File: src/rtl/boot_loader.sv
// Byte-stream boot loader: packs little-endian bytes into words and writes them to instruction memory.
// The core is held in reset until the image and its XOR checksum verify. BOOT_LOADER_TIMEOUT_EN adds an idle-stream timeout.
module boot_loader #(
    parameter int DATA_WIDTH     = 32,
    parameter int MEM_DEPTH      = 64,
    parameter int TIMEOUT_CYCLES = 1024,
    localparam int ADDR_WIDTH    = $clog2(MEM_DEPTH)
) (
    input  logic                  clk,
    input  logic                  reset,
    input  logic                  start,
    input  logic                  in_valid,
    input  logic [7:0]            in_data,
    output logic                  in_ready,
    output logic [ADDR_WIDTH-1:0] addr,
    output logic                  req_valid,
    output logic                  we,
    output logic [DATA_WIDTH-1:0] data,
    input  logic                  valid_data,
    output logic                  core_hold,
    output logic                  done,
    output logic                  error,
    output logic [1:0]            error_code
);

    localparam int BYTES  = DATA_WIDTH / 8;
    localparam int BIDX_W = (BYTES > 1) ? $clog2(BYTES) : 1;

    localparam logic [2:0] S_IDLE  = 3'd0;
    localparam logic [2:0] S_HDR   = 3'd1;
    localparam logic [2:0] S_LOAD  = 3'd2;
    localparam logic [2:0] S_WRITE = 3'd3;
    localparam logic [2:0] S_CSUM  = 3'd4;
    localparam logic [2:0] S_DONE  = 3'd5;
    localparam logic [2:0] S_ERR   = 3'd6;

    localparam logic [1:0] ERR_NONE  = 2'd0;
    localparam logic [1:0] ERR_COUNT = 2'd1;
    localparam logic [1:0] ERR_CSUM  = 2'd2;

    if ((DATA_WIDTH % 8) != 0 || DATA_WIDTH < 8) begin : g_bad_width
        $error("boot_loader: DATA_WIDTH must be a non-zero multiple of 8");
    end
    if (TIMEOUT_CYCLES < 1) begin : g_bad_timeout
        $error("boot_loader: TIMEOUT_CYCLES must be at least 1");
    end

    logic [2:0]            state_q, state_d;
    logic [7:0]            count_q, count_d;
    logic [ADDR_WIDTH-1:0] widx_q, widx_d;
    logic [BIDX_W-1:0]     bidx_q, bidx_d;
    logic [DATA_WIDTH-1:0] word_q, word_d;
    logic [7:0]            csum_q, csum_d;
    logic                  req_q, req_d;
    logic [ADDR_WIDTH-1:0] addr_q, addr_d;
    logic [DATA_WIDTH-1:0] data_q, data_d;
    logic [1:0]            code_q, code_d;

    logic                  accept;
    logic                  last_byte;
    logic                  last_word;
    logic                  count_bad;
    logic [DATA_WIDTH-1:0] assembled;

    assign in_ready  = (state_q == S_HDR) || (state_q == S_LOAD) || (state_q == S_CSUM);
    assign accept    = in_valid && in_ready;
    assign last_byte = (32'(bidx_q) == 32'(BYTES - 1));
    assign last_word = (32'(widx_q) == (32'(count_q) - 32'd1));
    assign count_bad = (in_data == 8'd0) || (32'(in_data) > 32'(MEM_DEPTH));
    // Shift in from the top so the first byte of a word ends up in bits [7:0].
    assign assembled = (word_q >> 8) | (DATA_WIDTH'(in_data) << (DATA_WIDTH - 8));

`ifdef BOOT_LOADER_TIMEOUT_EN
    localparam logic [1:0] ERR_TIMEOUT = 2'd3;
    localparam int         TMR_W       = $clog2(TIMEOUT_CYCLES + 1);

    logic [TMR_W-1:0] tmr_q, tmr_d;
    logic             timed_out;

    assign timed_out = in_ready && !accept && ((32'(tmr_q) + 32'd1) >= 32'(TIMEOUT_CYCLES));
`endif

    always_comb begin
        state_d = state_q;
        count_d = count_q;
        widx_d  = widx_q;
        bidx_d  = bidx_q;
        word_d  = word_q;
        csum_d  = csum_q;
        req_d   = req_q;
        addr_d  = addr_q;
        data_d  = data_q;
        code_d  = code_q;

        case (state_q)
            S_IDLE: begin
                if (start) begin
                    state_d = S_HDR;
                end
            end
            S_HDR: begin
                if (accept) begin
                    count_d = in_data;
                    if (count_bad) begin
                        state_d = S_ERR;
                        code_d  = ERR_COUNT;
                    end else begin
                        state_d = S_LOAD;
                        widx_d  = '0;
                        bidx_d  = '0;
                        csum_d  = '0;
                    end
                end
            end
            S_LOAD: begin
                if (accept) begin
                    word_d = assembled;
                    csum_d = csum_q ^ in_data;
                    if (last_byte) begin
                        bidx_d  = '0;
                        state_d = S_WRITE;
                        req_d   = 1'b1;
                        addr_d  = widx_q;
                        data_d  = assembled;
                    end else begin
                        bidx_d = bidx_q + BIDX_W'(1);
                    end
                end
            end
            S_WRITE: begin
                if (req_q && valid_data) begin
                    req_d = 1'b0;
                    if (last_word) begin
                        state_d = S_CSUM;
                    end else begin
                        widx_d  = widx_q + ADDR_WIDTH'(1);
                        state_d = S_LOAD;
                    end
                end
            end
            S_CSUM: begin
                if (accept) begin
                    if (in_data == csum_q) begin
                        state_d = S_DONE;
                    end else begin
                        state_d = S_ERR;
                        code_d  = ERR_CSUM;
                    end
                end
            end
            S_DONE: begin
                state_d = S_DONE;
            end
            S_ERR: begin
                if (start) begin
                    state_d = S_HDR;
                    code_d  = ERR_NONE;
                end
            end
            default: begin
                state_d = S_IDLE;
            end
        endcase

`ifdef BOOT_LOADER_TIMEOUT_EN
        if (timed_out) begin
            state_d = S_ERR;
            code_d  = ERR_TIMEOUT;
        end
`endif
    end

    always_ff @(posedge clk or negedge reset) begin
        if (!reset) begin
            state_q <= S_IDLE;
            count_q <= '0;
            widx_q  <= '0;
            bidx_q  <= '0;
            word_q  <= '0;
            csum_q  <= '0;
            req_q   <= 1'b0;
            addr_q  <= '0;
            data_q  <= '0;
            code_q  <= ERR_NONE;
        end else begin
            state_q <= state_d;
            count_q <= count_d;
            widx_q  <= widx_d;
            bidx_q  <= bidx_d;
            word_q  <= word_d;
            csum_q  <= csum_d;
            req_q   <= req_d;
            addr_q  <= addr_d;
            data_q  <= data_d;
            code_q  <= code_d;
        end
    end

`ifdef BOOT_LOADER_TIMEOUT_EN
    // Idle counter restarts on every accepted byte and on every state change.
    always_comb begin
        tmr_d = tmr_q + TMR_W'(1);
        if ((state_d != state_q) || accept || !in_ready) begin
            tmr_d = '0;
        end
    end

    always_ff @(posedge clk or negedge reset) begin
        if (!reset) begin
            tmr_q <= '0;
        end else begin
            tmr_q <= tmr_d;
        end
    end
`endif

    assign req_valid  = req_q;
    assign we         = req_q;
    assign addr       = addr_q;
    assign data       = data_q;
    assign core_hold  = (state_q != S_DONE);
    assign done       = (state_q == S_DONE);
    assign error      = (state_q == S_ERR);
    assign error_code = code_q;

endmodule

File: config.mk
export PLATFORM = sky130hd
export DESIGN_NAME = boot_loader
export DESIGN_NICKNAME = d
export VERILOG_FILES = /design/src/rtl/boot_loader.sv
export SDC_FILE = /design/constraint.sdc
export NUM_CORES = 1
export LEC_CHECK = 0
export ABC_CLOCK_PERIOD_IN_PS = 2700
export BUFFER_PORTS_ARGS = -buffer_cell sky130_fd_sc_hd__buf_4
export CORE_AREA = 2 2 96 98
export CTS_CLUSTER_DIAMETER = 200
export DETAILED_ROUTE_END_ITERATION = 6
export DIE_AREA = 0 0 98 100
export PLACE_DENSITY = 0.68
export SLEW_MARGIN = 10
export SYNTH_ARGS = -nofsm -noshare
export SYNTH_HDL_FRONTEND = slang
export SYNTH_SLANG_ARGS = --single-unit
File: constraint.sdc
create_clock -name clk -period 2.7 [get_ports clk]
set_input_delay 0.135 -clock clk [delete_from_list [all_inputs] [get_ports clk]]
set_output_delay 0.135 -clock clk [all_outputs]
set_load 0.02 [all_outputs]
### Word-level counts from Yosys, hierarchy flattened

Index checks and enable logic that the tools add are counted.

* $add $sub $neg: 3
* $lt $le $gt $ge: 1
* equal/unequal tests: 21
* multiplexer cells: 34
* bitwise logic cells: 2
* reductions and logical operators: 20

Operator list (number)
* 6-bit by 32-bit equality test with 1-bit output: 1
* 24-bit by 32-bit bitwise OR with 32-bit output: 1
* 3-bit 2-to-1 mux: 8
* 6-bit 2-to-1 mux: 4
* 8-bit 2-to-1 mux: 3
* 2-bit 2-to-1 mux: 10
* 2-bit inequality test (second input constant): 10
* 3-bit one-hot mux with 6 select lines: 1
* 8-bit one-hot mux with 2 select lines: 1
* 6-bit one-hot mux with 2 select lines: 1
* 6-bit AND reduction: 2
* 3-bit equality test (second input constant): 3
* 8-bit by 1-bit subtractor with 9-bit output (second input constant): 1
* 8-bit equality test: 1
* 8-bit by 7-bit > comparator with 1-bit output (second input constant): 1
* 8-bit logical NOT: 1
* 4-bit AND reduction: 2
* 8-bit XOR: 1
* 6-bit by 1-bit adder with 6-bit output (second input constant): 1
* 3-bit by 2-bit equality test with 1-bit output (second input constant): 2
* 2-bit one-hot mux with 3 select lines: 1
* 2-bit nonzero test: 3
* 5-bit AND reduction: 1
* 2-bit one-hot mux with 2 select lines: 1
* 14 further kinds: 20

* register bits: 100
* bits of input ports: 13
* output and inout bits: 46

### Longest topological paths before layout

* depth in word-level cells: 6
* mapped depth: 8

### Least setup slack after synthesis

OpenSTA, ideal clock, no wires.

* path kind: reg2reg
* from: register count_q[0]
* to: register widx_q[0]
* arrival time: 2.084 ns
* data required time: 2.572 ns
* path slack: 0.488 ns
* stages on the path, launching flop included: 8
* buffers on the path: 0
* period minus slack after synthesis: 2.212 ns
* cell sequence: dfrtp_1 -> inv_1 -> ha_1 -> or2b_2 -> o22a_2 -> a2111oi_4 -> a21boi_2 -> mux2_1

* word-level cells in the longest chain between the ends: 4

Ends and longest elaborated chain
* start, declared: RTL line 49 `logic [7:0] count_q, count_d;`
* start signal, assigned: RTL line 187 `count_q <= count_d;`
* 8-bit by 1-bit subtractor with 9-bit output: RTL line 68 `assign last_word = (32'(widx_q) == (32'(count_q) - 32'd1));`
* 6-bit by 32-bit equality test with 1-bit output: RTL line 68
* 2-bit inequality test (no source line)
* 5-bit AND reduction (no source line)
* end signal, assigned: RTL line 188 `widx_q <= widx_d;`
* end, declared: RTL line 50 `logic [ADDR_WIDTH-1:0] widx_q, widx_d;`

Every way passes these cells.
A chain may end at the register's enable or synchronous reset.

### Worst setup path in the final report

* from: register count_q[0]
* to: register widx_q[1]

Same word-level chain as after synthesis.

==> flow_summary.yaml <==
clock_network:
  htree_num_levels: 3
  cts_tree: "built"
  root_buffer: "clkbuf_8"
  cts_made_buffers: 9
  clk_pin_slew_ps: 100
  cts_buffer_depth: 2
  clk_latency_ps: 360
  postCtsSetupBuffers: 0
  cts.sinks: 92
timing:
  worstMarginPinSlew_ps: 806
  max_freq_ghz: 0.415
  maxSlewHeadroom: 0.463
  fin_crit_ps: 2410
  fin_setup_tns_ps: 0
  fin_ws_ps: 290
  final_hold_viol_count: 0
  final.setup_skew_ps: 7.50
  finalMaxSlewViolations: 0
  timing.final.crit_share: 0.892
  setup_viol_count_final: 0
  rsz0062_at_grt: "no"
floorplan:
  core-area_um2: 8890
  dieWidth_um: 98
  die-area_um2: 9800
  start_util: 0.478
  chipHeight_um: 100
  io_pins: 59
  num_rows: 35
layout:
  fillers: 811
  diodes: 0
  mostFrequentLayoutCells: "nand2_1, dfrtp_1, buf_4"
  drive_above_1_share: 0.299
  final_common_cell: "nand2_1"
  postLayoutCellArea_um2: 5000
  areaGrowthSynthToFinish_pct: 17.7
  nNetsFinal: 469
setup_path:
  max_stage_delay_ps: 540
  required_ps: 2950
  cpMaxStageDelayCell: "a2111oi_4"
  cp-start-kind: "flop"
  rrSetupSlack_ps: 290
  critPathKind: "flop to flop"
  path_cells: "inv_1 -> ha_1 -> or2b_2 -> o22a_2 -> a2111oi_4 -> a21boi_2 -> mux2_1"
  cp_max_fo: 7
  r2r_start: "count_q[0]"
  arrival_ps: 2660
  crit_path_end_kind: "flop"
  rr_worst_depth: 7
  setup.worst_path.start: "count_q[0]"
  crit_path_end: "widx_q[1]"
  rr_endpoint: "widx_q[1]"
placement:
  dp_slack_ps: 285
  placed_cell_area_um2: 4800
  place_hpwl_mm: 5.93
  place.gp.congestion: 0.846
  place.port_buffers: 58
drt:
  vias: 3043
  drcViolationCount: 0
  wl_mm: 8.53
  dr.pass1.iters: 4
  initialDrtViolationCount: 109
  vias_per_cell: 5.35
  antenna_left: 0
  wl_per_cell_um: 15.0
pwr:
  p_per_area_nw_per_um2: 1050
  ir_drop_uv: 520
  power.leakage_uw: 0.00244
logic_synthesis:
  synth_edf_count: 0
  syn_area_per_cell_um2: 10.7
  synth_cell_types: 56
  netlist_area_um2: 4250
  yosysWarningCount: 0
  synth-async-reset-ratio: 1.00
  ys_seq_elements: 92
  synth_ff_type: "dfrtp_1"
  syn_inst: 397
  ys_seq_area_frac: 0.542
  syn_nets: 413
grt:
  antenna_found_initial: 0
  overflow: 0
  grt_pass1_wl_mm: 14.5
  track_usage: 0.183
  grt_max_degree: 53
  grt_pass1_vias: 2945
hold_path:
  hold_class: "primary input to flop"
status:
  status: "finished, final reports clean"
run:
  cap_violations: 0
==> Yosys cell counts, types with 3 or more instances <==
cell type / n / area, um^2
nand3_1: 4 / 20.0
buf_4: 4 / 30.0
mux2i_1: 4 / 40.0
nand4_1: 6 / 37.5
nor2_1: 17 / 63.8
o21ai_0: 22 / 110
buf_2: 3 / 15.0
nand3b_1: 4 / 30.0
xnor2_1: 11 / 96.3
inv_1: 5 / 18.8
mux2_2: 45 / 507
clkbuf_1: 13 / 48.8
a21oi_1: 10 / 50.1
nor3_1: 3 / 15.0
nand2b_1: 8 / 50.1
dfrtp_1: 92 / 2300
ha_1: 3 / 37.5
nand2_1: 94 / 353
nor2b_1: 3 / 18.8
==> how the worst min path moves through the flow <==
stage	slack, ps	to	startpoint	depth (start not counted)
after global placement	160	data[22]	reset	1
final	50	word_q[27]	in_data[3]	3
after CTS	40	word_q[27]	in_data[3]	3
after floorplan	-160	addr[0]	reset	0
after detailed placement	150	data[22]	reset	1
after global routing	50	word_q[29]	in_data[5]	3
==> what timing repair did <==
action                     in CTS  in global routing
resized for setup               0                  0
setup endpoints to repair       0                  0
hold buffers                    1                  0
hold endpoints to repair       40                  0
==> sequential cells by signal (all words and copies together) (netlist names) <==
name	flops
word_q	24
count_q	8
bidx_q	2
addr	6
data	32
state_q	3
widx_q	6
error_code	2
req_valid	1
csum_q	8
==> logic make-up after synthesis <==
| logic type | Yosys count | share of synthesized area |
|---|---|---|
| DFF | 92 | 0.542 |
| and+or+nand+nor | 154 | 0.167 |
| AOI/OAI and AO/OA | 57 | 0.0916 |
| adders and majority gates | 3 | 0.00884 |
| muxes | 51 | 0.134 |
| buffers and inverters | 27 | 0.0300 |
| xor gates and xnor gates | 13 | 0.0268 |
==> report_power, final <==
| part | internal (uW) | leakage (uW) | total (uW) | switching, uW |
|---|---|---|---|---|
| logic | 949 | 0.00116 | 2010 | 1060 |
| clock network | 361 | 0.0000971 | 900 | 539 |
| registers | 1910 | 0.00119 | 2350 | 436 |
| total | 3220 | 0.00244 | 5260 | 2040 |
==> worst max-delay path, delay by kind of cell (launching register included) <==
family | cells | cell delay, ps
flops | 1 | 440
buf+inv | 1 | 90
fa+ha+maj | 1 | 150
mux | 1 | 330
simple gates | 1 | 330
compound gates | 3 | 940
==> through the flow <==
step           instances  total power (uW)  hold WS [ps]   util
2_1_floorplan        397              3680          -161      -
3_3_place_gp         552              4330           156  0.540
3_5_place_dp         552              4410           153  0.540
4_1_cts              569              5310          44.6  0.563
5_1_grt              569              5640          47.7  0.563
6_report             569              5260          55.0  0.563
==> routing by layer <==
metal	track usage	wire [um]	vias up
met4	0.0566	106	0
met3	0.0362	414	9
met5	0	0	-
met1	0.266	4130	1487
met2	0.282	3880	72
li1	-	-	1475
==> cell type report <==
type	count	area [um^2]	area share
sequential	92	2300	0.460
tap	111	139	0.0278
inverter	5	18.8	0.00375
clock inverter	7	66.3	0.0133
timing repair buffer	67	531	0.106
clock buffer	9	124	0.0248
multi-input combinational	278	1820	0.364
Note: power is estimated with default switching activity, not from simulation.
